`src/rtl/i2s_pkg.sv`:
```
// i2s_pkg: slot geometry and FSM state type shared by the I2S transmitter.
package i2s_pkg;
    localparam int SLOT_W = 32;
    localparam int MSB_OFFSET = 1;
    typedef enum logic [1:0] {S_IDLE, S_LEFT, S_RIGHT} i2s_state_t;
endpackage

```
`src/rtl/i2s_bclk_gen.sv`:
```
// i2s_bclk_gen: divides clk down to BCLK and flags the clk before each BCLK edge.
module i2s_bclk_gen
    import i2s_pkg::*;
#(
    parameter int CLK_DIV = 4
) (
    input  logic clk,
    input  logic rst,
    input  logic en,
    output logic bclk,
    output logic fall_tick,
    output logic rise_tick
);
    logic [7:0] cnt;
    logic       wrap;

    assign wrap      = en && (cnt == 8'(CLK_DIV - 1));
    assign fall_tick = wrap && bclk;
    assign rise_tick = wrap && !bclk;

    always_ff @(posedge clk or negedge rst) begin
        if (!rst) begin
            cnt  <= '0;
            bclk <= 1'b0;
        end else if (!en) begin
            cnt  <= '0;
            bclk <= 1'b0;
        end else if (wrap) begin
            cnt  <= '0;
            bclk <= ~bclk;
        end else begin
            cnt <= cnt + 8'd1;
        end
    end
endmodule

```
`src/rtl/i2s_tx.sv`:
```
// i2s_tx: mono sample to stereo I2S serializer with 1-entry hold register.
// Optional I2S_TX_UNDERRUN_CNT_EN adds a 16-bit saturating underrun counter port.
module i2s_tx
    import i2s_pkg::*;
#(
    parameter int CLK_DIV = 4,
    parameter int DATA_W  = 24
) (
    input  logic              clk,
    input  logic              rst,
    input  logic [DATA_W-1:0] data_in,
    input  logic              in_valid,
    output logic              in_ready,
    output logic              bclk,
    output logic              lrck,
    output logic              sdata,
    output logic              underrun
`ifdef I2S_TX_UNDERRUN_CNT_EN
    ,
    output logic [15:0]       underrun_cnt
`endif
);
    localparam logic [4:0] BIT_LO = 5'(MSB_OFFSET);
    localparam logic [4:0] BIT_HI = 5'(MSB_OFFSET + DATA_W - 1);

    i2s_state_t        state, state_nxt;
    logic              full, load_q, load, slot_end, in_data;
    logic              fall_tick, rise_tick;
    logic [DATA_W-1:0] hold, shreg, copy, load_val;
    logic [4:0]        bit_cnt;

    i2s_bclk_gen #(.CLK_DIV(CLK_DIV)) u_bclk (
        .clk      (clk),
        .rst      (rst),
        .en       (state != S_IDLE),
        .bclk     (bclk),
        .fall_tick(fall_tick),
        .rise_tick(rise_tick)
    );

    // bit_cnt advances on BCLK rise, so at each fall it already names the period starting
    assign slot_end = fall_tick && (bit_cnt == 5'd0);
    assign in_data  = (bit_cnt >= BIT_LO) && (bit_cnt <= BIT_HI);
    assign load_val = full ? hold : '0;
    assign in_ready = ~full;

    always_comb begin
        state_nxt = state;
        load      = 1'b0;
        case (state)
            S_IDLE: begin
                state_nxt = full ? S_LEFT : S_IDLE;
                load      = full;
            end
            S_LEFT:  state_nxt = slot_end ? S_RIGHT : S_LEFT;
            S_RIGHT: begin
                state_nxt = slot_end ? S_LEFT : S_RIGHT;
                load      = slot_end;
            end
            default: state_nxt = S_IDLE;
        endcase
    end

    always_ff @(posedge clk or negedge rst) begin
        if (!rst) begin
            state    <= S_IDLE;
            full     <= 1'b0;
            load_q   <= 1'b0;
            hold     <= '0;
            shreg    <= '0;
            copy     <= '0;
            bit_cnt  <= '0;
            lrck     <= 1'b0;
            sdata    <= 1'b0;
            underrun <= 1'b0;
        end else begin
            state    <= state_nxt;
            load_q   <= load && full;
            underrun <= load && !full;
            // the hold register frees one clk after the load that drained it
            if (in_valid && !full) begin
                full <= 1'b1;
                hold <= data_in;
            end else if (load_q) begin
                full <= 1'b0;
            end
            if (rise_tick) bit_cnt <= bit_cnt + 5'd1;
            if (slot_end) lrck <= ~lrck;
            if (fall_tick) sdata <= in_data && shreg[DATA_W-1];
            if (load) begin
                shreg <= load_val;
                copy  <= load_val;
            end else if (slot_end) begin
                shreg <= copy;
            end else if (fall_tick && in_data) begin
                shreg <= {shreg[DATA_W-2:0], 1'b0};
            end
        end
    end

`ifdef I2S_TX_UNDERRUN_CNT_EN
    always_ff @(posedge clk or negedge rst) begin
        if (!rst) underrun_cnt <= '0;
        else if (load && !full && underrun_cnt != 16'hFFFF) underrun_cnt <= underrun_cnt + 16'd1;
    end
`endif
endmodule

```
`config.mk`:
```
export PLATFORM = sky130hd
export DESIGN_NAME = i2s_tx
export DESIGN_NICKNAME = d
export VERILOG_FILES = /design/src/rtl/i2s_pkg.sv /design/src/rtl/i2s_bclk_gen.sv /design/src/rtl/i2s_tx.sv
export SDC_FILE = /design/constraint.sdc
export NUM_CORES = 1
export LEC_CHECK = 0
export ABC_CLOCK_PERIOD_IN_PS = 2050
export CAP_MARGIN = 20
export CORE_MARGIN = 2
export CORE_UTILIZATION = 52
export CTS_CLUSTER_SIZE = 16
export DETAILED_ROUTE_END_ITERATION = 6
export PLACE_DENSITY_LB_ADDON = 0.3
export SLEW_MARGIN = 20
export SYNTH_ARGS = -nofsm -noshare
export SYNTH_HDL_FRONTEND = slang
export SYNTH_SLANG_ARGS = --single-unit
```
`constraint.sdc`:
```
create_clock -name clk -period 2.05 [get_ports clk]
set_clock_uncertainty 0.15 [all_clocks]
set_input_delay 0.205 -clock clk [delete_from_list [all_inputs] [get_ports clk]]
set_output_delay 0.205 -clock clk [all_outputs]
set_load 0.02 [all_outputs]
```
# == Yosys cells after proc, flatten, opt, wreduce, memory -nomap -nowiden ==
# Index checks and enable logic that the tools add are counted.
# word_totals
out_inout_bits,5
input_bits,27
ff_bits,93
# classes
n_eq_ne,4
magnitude_cmp,2
addsub,2
reduce_logical,17
muxes,15
bitwise,3
# ops
operator,n
$mux 24,4
$mux 8,2
$logic_and 1x1->1,10
$add 8x1->8 const B,1
$eq 8x2->1 const B,1
$pmux 2 s3,1
$add 5x1->5 const B,1
$ge 5x1->1 const B,1
$le 5x5->1 const B,1
$logic_not 5->1,1
$mux 1,5
$mux 2,2
$reduce_bool 2->1,2
$not 1->1,3
$reduce_bool 3->1,1
$eq 2x1->1 const B,1
$eq 2x2->1 const B,1
$logic_not 1->1,2
$logic_not 2->1,1
$ne 2x2->1 const B,1
$pmux 1 s2,1

# == Logic depth before layout (Yosys ltp) ==
# Gate-level depths: netlist (run 1).
# logic_depth
ltp_word,7
ltp_mapped,9
ltp_nobuf,7

# == By module ==
# A second synthesis (run 1) with hierarchy kept.
# unflattened
cells_unflattened,430
area_unflattened_um2,4459.3
# modules_own_cells
module,area_per_inst_um2,cells_per_inst,instances
i2s_tx,4021.4,385,1
i2s_bclk_gen,437.9,45,1

# == Worst setup path after synthesis (run 1) ==
# Ideal clock, no wire load.
# synth_path
path_kind,reg2reg
startpoint,register u_bclk.cnt[0]
endpoint,register shreg[15]
path_slack_ps,-115
path_stages_with_launch,8
period_less_slack_ps,2165
arrival_ps,1890
cell_sequence,dfrtp_1 -> ha_1 -> nor4b_4 -> nand4_4 -> buf_6 -> mux2_1 -> a22oi_1 -> a21oi_1
# synth_between
elab_chain_len,6
elab_cells_between_ends,9
classes_between,eq/ne: 1; mux: 3; reduce/logical: 5
# synth_lines
element,line_no,source
from (decl),i2s_bclk_gen.sv:14,logic [7:0] cnt;
from (signal assigned),i2s_bclk_gen.sv:32,cnt <= cnt + 8'd1;
$eq 8x2->1 (*),i2s_bclk_gen.sv:17,assign wrap = en && (cnt == 8'(CLK_DIV - 1));
$logic_and 1x1->1 (*),i2s_bclk_gen.sv:17,
$logic_and 1x1->1 (*),i2s_bclk_gen.sv:18,assign fall_tick = wrap && bclk;
$logic_and 1x1->1,i2s_tx.sv:42,assign slot_end = fall_tick && (bit_cnt == 5'd0);
$pmux 1 s2 / $mux 24 (equally long branches),"i2s_tx.sv:50, i2s_tx.sv:93",
$reduce_bool 3->1 (no line) / $mux 24 (equally long branches),n/a,
to (signal assigned),i2s_tx.sv:91,shreg <= load_val;
to (signal assigned),i2s_tx.sv:94,shreg <= copy;
to (signal assigned),i2s_tx.sv:96,"shreg <= {shreg[DATA_W-2:0], 1'b0};"
to (decl),i2s_tx.sv:29,"logic [DATA_W-1:0] hold, shreg, copy, load_val;"
# Every way passes the cells marked *; elsewhere a longest branch is shown, timed or not.
# A chain may end at the register's enable or synchronous reset.

# == Worst setup path in the final report (run 1) ==
# layout_path
startpoint,register bit_cnt[0]
endpoint,register shreg[7]
# layout_between
elab_chain_len,4
elab_cells_between_ends,10
classes_between,order compare: 2; mux: 3; reduce/logical: 5
# layout_lines
element,line_no,source
from (decl),i2s_tx.sv:30,logic [4:0] bit_cnt;
from (signal assigned),i2s_tx.sv:87,if (rise_tick) bit_cnt <= bit_cnt + 5'd1;
"$ge 5x1->1, or another cell as far along",i2s_tx.sv:43,assign in_data = (bit_cnt >= BIT_LO) && (bit_cnt <= BIT_HI);
"$logic_and 1x1->1, on equally long branches","i2s_tx.sv:43, i2s_tx.sv:42",
"$logic_and 1x1->1, or another cell as far along",i2s_tx.sv:95,end else if (fall_tick && in_data) begin
$reduce_bool 3->1 (no line) / $mux 24 (equally long branches),n/a,
# Parallel ways exist; a longest one is shown, timed or not.

==> results of run 1 <==
[logic make-up (layout without fill, tap and decap cells)]
logic type | after synthesis | after routing | share of synthesized area [%]
AOI/OAI and AO/OA | 83 | 83 | 14.3
xor gates and xnor gates | 12 | 12 | 2.51
adders and majority gates | 4 | 4 | 1.20
buffers and inverters | 29 | 117 | 3.67
DFF | 93 | 93 | 55.6
muxes | 48 | 48 | 13.1
and+or+nand+nor | 73 | 73 | 9.74
[cell usage after synthesis, types with 3 or more instances]
| master | count |
|---|---|
| dfrtp_1 | 93 |
| mux2_2 | 41 |
| nor2_1 | 36 |
| a21oi_1 | 23 |
| a22o_1 | 23 |
| a22oi_1 | 23 |
| buf_2 | 9 |
| nand2_1 | 9 |
| clkbuf_1 | 6 |
| inv_1 | 6 |
| nand3_1 | 6 |
| xnor2_1 | 6 |
| xor2_1 | 6 |
| ha_1 | 4 |
| mux2_1 | 4 |
| and3_1 | 3 |
| buf_4 | 3 |
| buf_6 | 3 |
| nand4_1 | 3 |
| nor4_1 | 3 |
[sequential cells by signal, indices dropped and copies added (netlist names)]
signal and count:
sdata 1, underrun 1, u_bclk.bclk 1, copy 24, u_bclk.cnt 8, full 1
state 2, shreg 24, bit_cnt 5, load_q 1, lrck 1, hold 24
[metrics by stage]
step                instance area, sq um  power [uW]
finish                              5770        3940
global route                        5770        4120
CTS                                 5420        3950
detailed placement                  5080        2710
global placement                    5080        2670
floorplan                           4360        2500
[worst min-delay path by stage]
stage          depth (start not counted)  from  slack, ps            end
6_report                               2   rst        150        copy[5]
5_1_grt                                2   rst        180        copy[5]
4_1_cts                                2   rst        170        hold[5]
3_5_place_dp                           1   rst         10        hold[6]
3_3_place_gp                           1   rst          5  u_bclk.cnt[7]
2_1_floorplan                          0   rst       -240     bit_cnt[0]
[what timing repair did]
action                                  CTS  global route
hold buffers                              1             0
hold endpoints to repair                 64             0
endpoints found under the setup margin   32            56
setup buffers                             3             6
pin swaps                                10             3
cloned                                    3             6
gates resized for setup                  22            44
[layer usage]
layer	global-route usage [%]	vias to the layer above	share of wire, %
met4	7.85	0	0.83
met5	0	-	0
li1	-	1409	-
met1	29.1	1574	44
met3	3.45	5	4.0
met2	35.2	62	51
[power groups by stage]
stage	Combinational, uW	Clock, uW	Sequential (uW)
finish	419	1250	2270
global route	462	1350	2310
CTS	414	1270	2260
detailed placement	409	0	2300
floorplan	270	0	2230
global placement	390	0	2290
[cell type report]
class	instances	share of cell area, %
multi-input cells	220	35.6
flip-flops and latches	93	40.3
well taps	102	2.21
clock inverters	6	1.24
clock buffers	9	2.15
repair buffers	96	18.1
inverters	6	0.390
==> impl_results.md, run 1 <==
* Status: finished, violations left
* Failing checks: negative setup slack
* Req. time, crit path at 2150 ps
* Final setup viols at 43
* Reg2reg setup slack at -150 ps
* Number of global-route vias before repair at 3,029
* Row cnt at 32
* Total grt overflow at 0
* Slew HR at 73.2%
* Via/cell ratio at 5.73
* Final period utilization at 107%
* Clk network pwr share at 31.6%
* Clock transition at path regs at 100 ps
* Gpl congestion at 0.796
* Core footprint at 7770 sq um
* Yosys top cell area share at 55.6%
* Ys flop type: dfrtp_1
* Setup CP Type: reg2reg
* Nets at 457
* CTS HTree Levels at 3
* Cell area after synthesis at 4190 sq um
* Worst VDD drop at 0.508 mV
* Finished Layout Cells at 532
* Critical Path Sink Type: register
* Maximum root-to-sink buffer count at 2
* Area contributors post-synth: dfrtp_1 (56%), mux2_2 (11%), a22o_1 (4.8%)
* Die Span Y at 93.7 um
* Setup crit end: shreg[7]
* Sw Share at 26.1%
* Max FO, Critical Path at 8
* Setup TNS at -4070 ps
* TritonCTS clock tree: yes
* Post-synthesis cell count at 342
* Drt first pass iters at 4
* Final setup margin at -147 ps
* Worst slew pin tran at 402 ps
* Area leader, netlist: dfrtp_1
* Critical R2R Capture: shreg[7]
* Sw Pwr at 1030 uW
* Crit path max-delay cell type: or4_4
* CTS Sinks at 93
* Post-Syn Area per Cell at 12.2 sq um
* Root Driver: clkbuf_8
* Critical-path cell list: ha_2 -> or4_4 -> nor4_4 -> buf_4 -> o31ai_4 -> buf_12 -> clkbuf_16 -> nor2_4 -> a21oi_2
* Comb power frac at 10.6%
* Clock latency on the worst-skew pair at 360 ps
* Synth async-reset ratio at 100%
* RSZ-0062 raised after global routing: true
* Setup WS pre-CTS at -156 ps
* Hold_ws at 151 ps
* Global Route Usage Sum at 21.5%
* WP depth at 9
* Commonest non-fill, non-tap cell in the layout: dfrtp_1
* Post-synthesis cell type count at 42
* Multi-input logic area at 2060 sq um
* Syn. warnings at 0
* Post-synth EDFFs at 0
* Most frequent cells in the layout: dfrtp_1 (93), mux2_2 (41), buf_4 (39)
* Final Util at 74.3%
* Final antenna-violating net count at 0
* Seq cells post-synth at 93
* Pwr/cell area at 682 nW/um^2
* CP Launch Type: register
* Synth Net Count at 373
* Dpl hpwl at 5630 um
* Final Hold Fails at 0
* Die X at 93.7 um
* Register area at 2330 sq um
* CP startpoint: bit_cnt[0]
* Largest net degree at the start of global routing at 39
* Drt wl/cell at 17.9 um
* Critical path data arrival time at 2290 ps
* Initial DRC count at 183
* Area delta synth->final at 37.9%
* Buf/Inv on CP at 3
* Starting Density at 53.9%
* Sequential fraction of design power at 57.7%
* Slowest Stage Delay on Critical Path at 500 ps
* Share of the yosys chip area belonging to registers at 55.6%
* Reg2reg path depth at 9
* First-pass GRT wire length at 14,700 um
* I/O pins at 32
* Inst Count DP at 498
* Diode count at 0
* Slew Viols, Final at 0
* Initial antenna violation count at 0
* Post-layout min period at 2200 ps
* Vias at 3,050
* Fmax at 455 MHz
* Share of layout cells above drive strength 1 at 45.3%
* DRC at 0
* Delay-heaviest family, CP: simple AND/OR/NAND/NOR gates
* # fillers at 494
* I/O Buffers at 31
* DRT Wirelength at 9540 um
* Total internal power at 2910 uW
* Max cap viols at 0
* Worst r2r src: bit_cnt[0]
* Die area at 8790 sq um
* Inserted Clock Buffers at 9
* Hold Path Class: in2async
* Static leakage at 0.00255 uW
No activity file was read; power rests on OpenSTA's default activity.
==> run 2, diff against run 1 <==
Settings changed: ABC_CLOCK_PERIOD_IN_PS 2050 to 1800, MAX_ROUTING_LAYER from default to met4.
Clock period 2.05 ns to 1.8 ns, I/O delays scaled along.
==> run 2 against run 1 <==
Against the previous run:
- the flow still finishes with violations (negative setup slack)
- critical path type unchanged
- via count shrank 0.36%
- maximum frequency decreased by 2.4%
- critical path depth unchanged
- highest routed layer unchanged
- cell count shrank 0.94%
==> impl_results.md, run 2 (synthesis gave the netlist of run 1 again) <==
* Status: finished, violations left (unchanged)
* Failing checks: negative setup slack (unchanged)
* Worst VDD drop at 0.569 mV (was 0.508 mV)
* Fmax at 444 MHz (was 455 MHz)
* Diode count at 0 (unchanged)
* Total internal power at 3340 uW (was 2910 uW)
* Largest regs: copy x24, hold x24, shreg x24 (unchanged)
* RSZ-0062 raised after global routing: true (unchanged)
* DRT Wirelength at 9620 um (was 9540 um)
* Critical Path Sink Type: register (unchanged)
* CTS HTree Levels at 3 (unchanged)
* DRC at 0 (unchanged)
* Die X at 93.7 um (unchanged)
* Inst Count DP at 496 (was 498)
* Initial DRC count at 200 (was 183)
* Root Driver: clkbuf_8 (unchanged)
* Setup CP Type: reg2reg (unchanged)
* Share of layout cells above drive strength 1 at 44.5% (was 45.3%)
* Clock latency on the worst-skew pair at 360 ps (about the same)
* Hold Path Class: in2async (unchanged)
* Dpl cell area at 5080 sq um (unchanged)
* Static leakage at 0.00253 uW (was 0.00255 uW)
* Reg2reg setup slack at -450 ps (was -150 ps)
* TritonCTS clock tree: yes (unchanged)
* Post-layout min period at 2250 ps (was 2200 ps)
* Gpl congestion at 0.816 (was 0.796)
* Comb power frac at 10.7% (was 10.6%)
* Finished Layout Cells at 527 (was 532)
* CTS Sinks at 93 (unchanged)
* Inserted Clock Buffers at 9 (unchanged)
* Final Hold Fails at 0 (unchanged)
* Clock transition at path regs at 90 ps (was 100 ps)
* Maximum root-to-sink buffer count at 2 (unchanged)
* Max cap viols at 0 (unchanged)
* Setup WS pre-CTS at -498 ps (was -156 ps)
* Area delta synth->final at 35.5% (was 37.9%)
* Die Span Y at 93.7 um (unchanged)
* Final setup viols at 67 (was 43)
* Drt first pass iters at 4 (unchanged)
* CP Launch Type: register (unchanged)
* Final setup margin at -452 ps (was -147 ps)
* Number of global-route vias before repair at 3,009 (was 3,029)
* Most frequent cells in the layout: dfrtp_1 (93), mux2_2 (41), buf_4 (39) (unchanged)
* Largest net degree at the start of global routing at 48 (was 39)
* Clk network pwr share at 31.6% (about the same)
* Finished Cell Area at 5670 sq um (was 5770 sq um)
* Pwr/cell area at 796 nW/um^2 (was 682 nW/um^2)
* Sequential fraction of design power at 57.7% (about the same)
* Final period utilization at 125% (was 107%)
* Initial antenna violation count at 0 (unchanged)
* Sw Share at 26.1% (about the same)
* Core footprint at 7770 sq um (unchanged)
* Starting Density at 53.9% (unchanged)
* Dpl hpwl at 5460 um (was 5630 um)
* Slew HR at 80.4% (was 73.2%)
* Critical path data arrival time at 2350 ps (was 2290 ps)
* Slew Viols, Final at 0 (unchanged)
* I/O Buffers at 31 (unchanged)
* Row cnt at 32 (unchanged)
* Via/cell ratio at 5.77 (was 5.73)
* Die area at 8790 sq um (unchanged)
* Max FO, Critical Path at 6 (was 8)
* Total grt overflow at 0 (unchanged)
* Sw Pwr at 1180 uW (was 1030 uW)
* Global Route Usage Sum at 22.7% (was 21.5%)
* I/O pins at 32 (unchanged)
* First-pass GRT wire length at 15,000 um (was 14,700 um)
* Nets at 452 (was 457)
* Worst slew pin tran at 293 ps (was 402 ps)
* Final antenna-violating net count at 0 (unchanged)
* Vias at 3,039 (was 3,050)
* Req. time, crit path at 1900 ps (was 2150 ps)
* Drt wl/cell at 18.3 um (was 17.9 um)
* Commonest non-fill, non-tap cell in the layout: dfrtp_1 (unchanged)
run 2: cell count changes in the layout (fill, tap and decap cells not counted), sizes merged:
cell           delta
dlymetal6s2s      -1
buf               -3
clkdlybuf4s50     -1
clkinv            +1
dlygate4sd2       +2
inv               -2
bufbuf            -1
run 2: worst paths after layout:
path                              from             to  cells after the start
setup / recovery            bit_cnt[0]      shreg[16]                      9
hold / removal                     rst  u_bclk.cnt[1]                      2
setup reg to reg            bit_cnt[0]      shreg[16]                      9
hold reg to reg                 load_q           full                      1
max in group asynchronous          rst      shreg[11]                      3
min in group clk           data_in[12]       hold[12]                      2
run 2: cell type report:
class                   count  area (sq um)
clock buffers              10           138
clock inverters             5          60.1
fillers                   483          2090
inverters                   6          22.5
multi-input cells         220          2050
flip-flops and latches     93          2330
well taps                 102           128
repair buffers             91           951
run 2: worst max-delay path, stage by stage, from the launching register on:
cell and delay [ps]:
dfrtp_1 420, inv_2 90, ha_4 140, nor4b_4 260, buf_4 180, nand4_4 160, clkbuf_16 230, mux2_4 300
a22oi_2 130, a21oi_1 90
run 2: through the flow:
step           TNS (ps)  hold WS (ps)  util [%]  power, uW
2_1_floorplan    -14630          -266         -       2850
3_3_place_gp     -15750         -84.4      65.4       3060
3_5_place_dp     -19010         -80.7      65.4       3100
4_1_cts          -15730          81.7      71.0       4500
5_1_grt          -27340          98.3      73.1       4700
6_report         -19080          78.4      73.1       4520
run 2: timing repair:
| item | 4_1_cts | 5_1_grt |
|---|---|---|
| setup buffers | 7 | 5 |
| cloned | 3 | 2 |
| pin swaps | 12 | 13 |
| resized for setup | 29 | 23 |
| hold buffers | 1 | 0 |
| setup endpoints to repair | 57 | 67 |
| hold endpoints to repair | 93 | 0 |
run 2: power by group through the flow:
stage	combinational (uW)	clock, uW	sequential [uW]
2_1_floorplan	310	0	2540
3_3_place_gp	452	0	2610
3_5_place_dp	476	0	2630
4_1_cts	480	1430	2590
5_1_grt	530	1530	2640
6_report	484	1430	2610
run 2: routing by layer:
layer | wire (um) | vias up | track usage, %
li1 | - | 1397 | -
met1 | 4210 | 1560 | 31.2
met2 | 4920 | 67 | 34.0
met3 | 317 | 15 | 3.61
met4 | 174 | 0 | 8.94
met5 | 0 | - | -
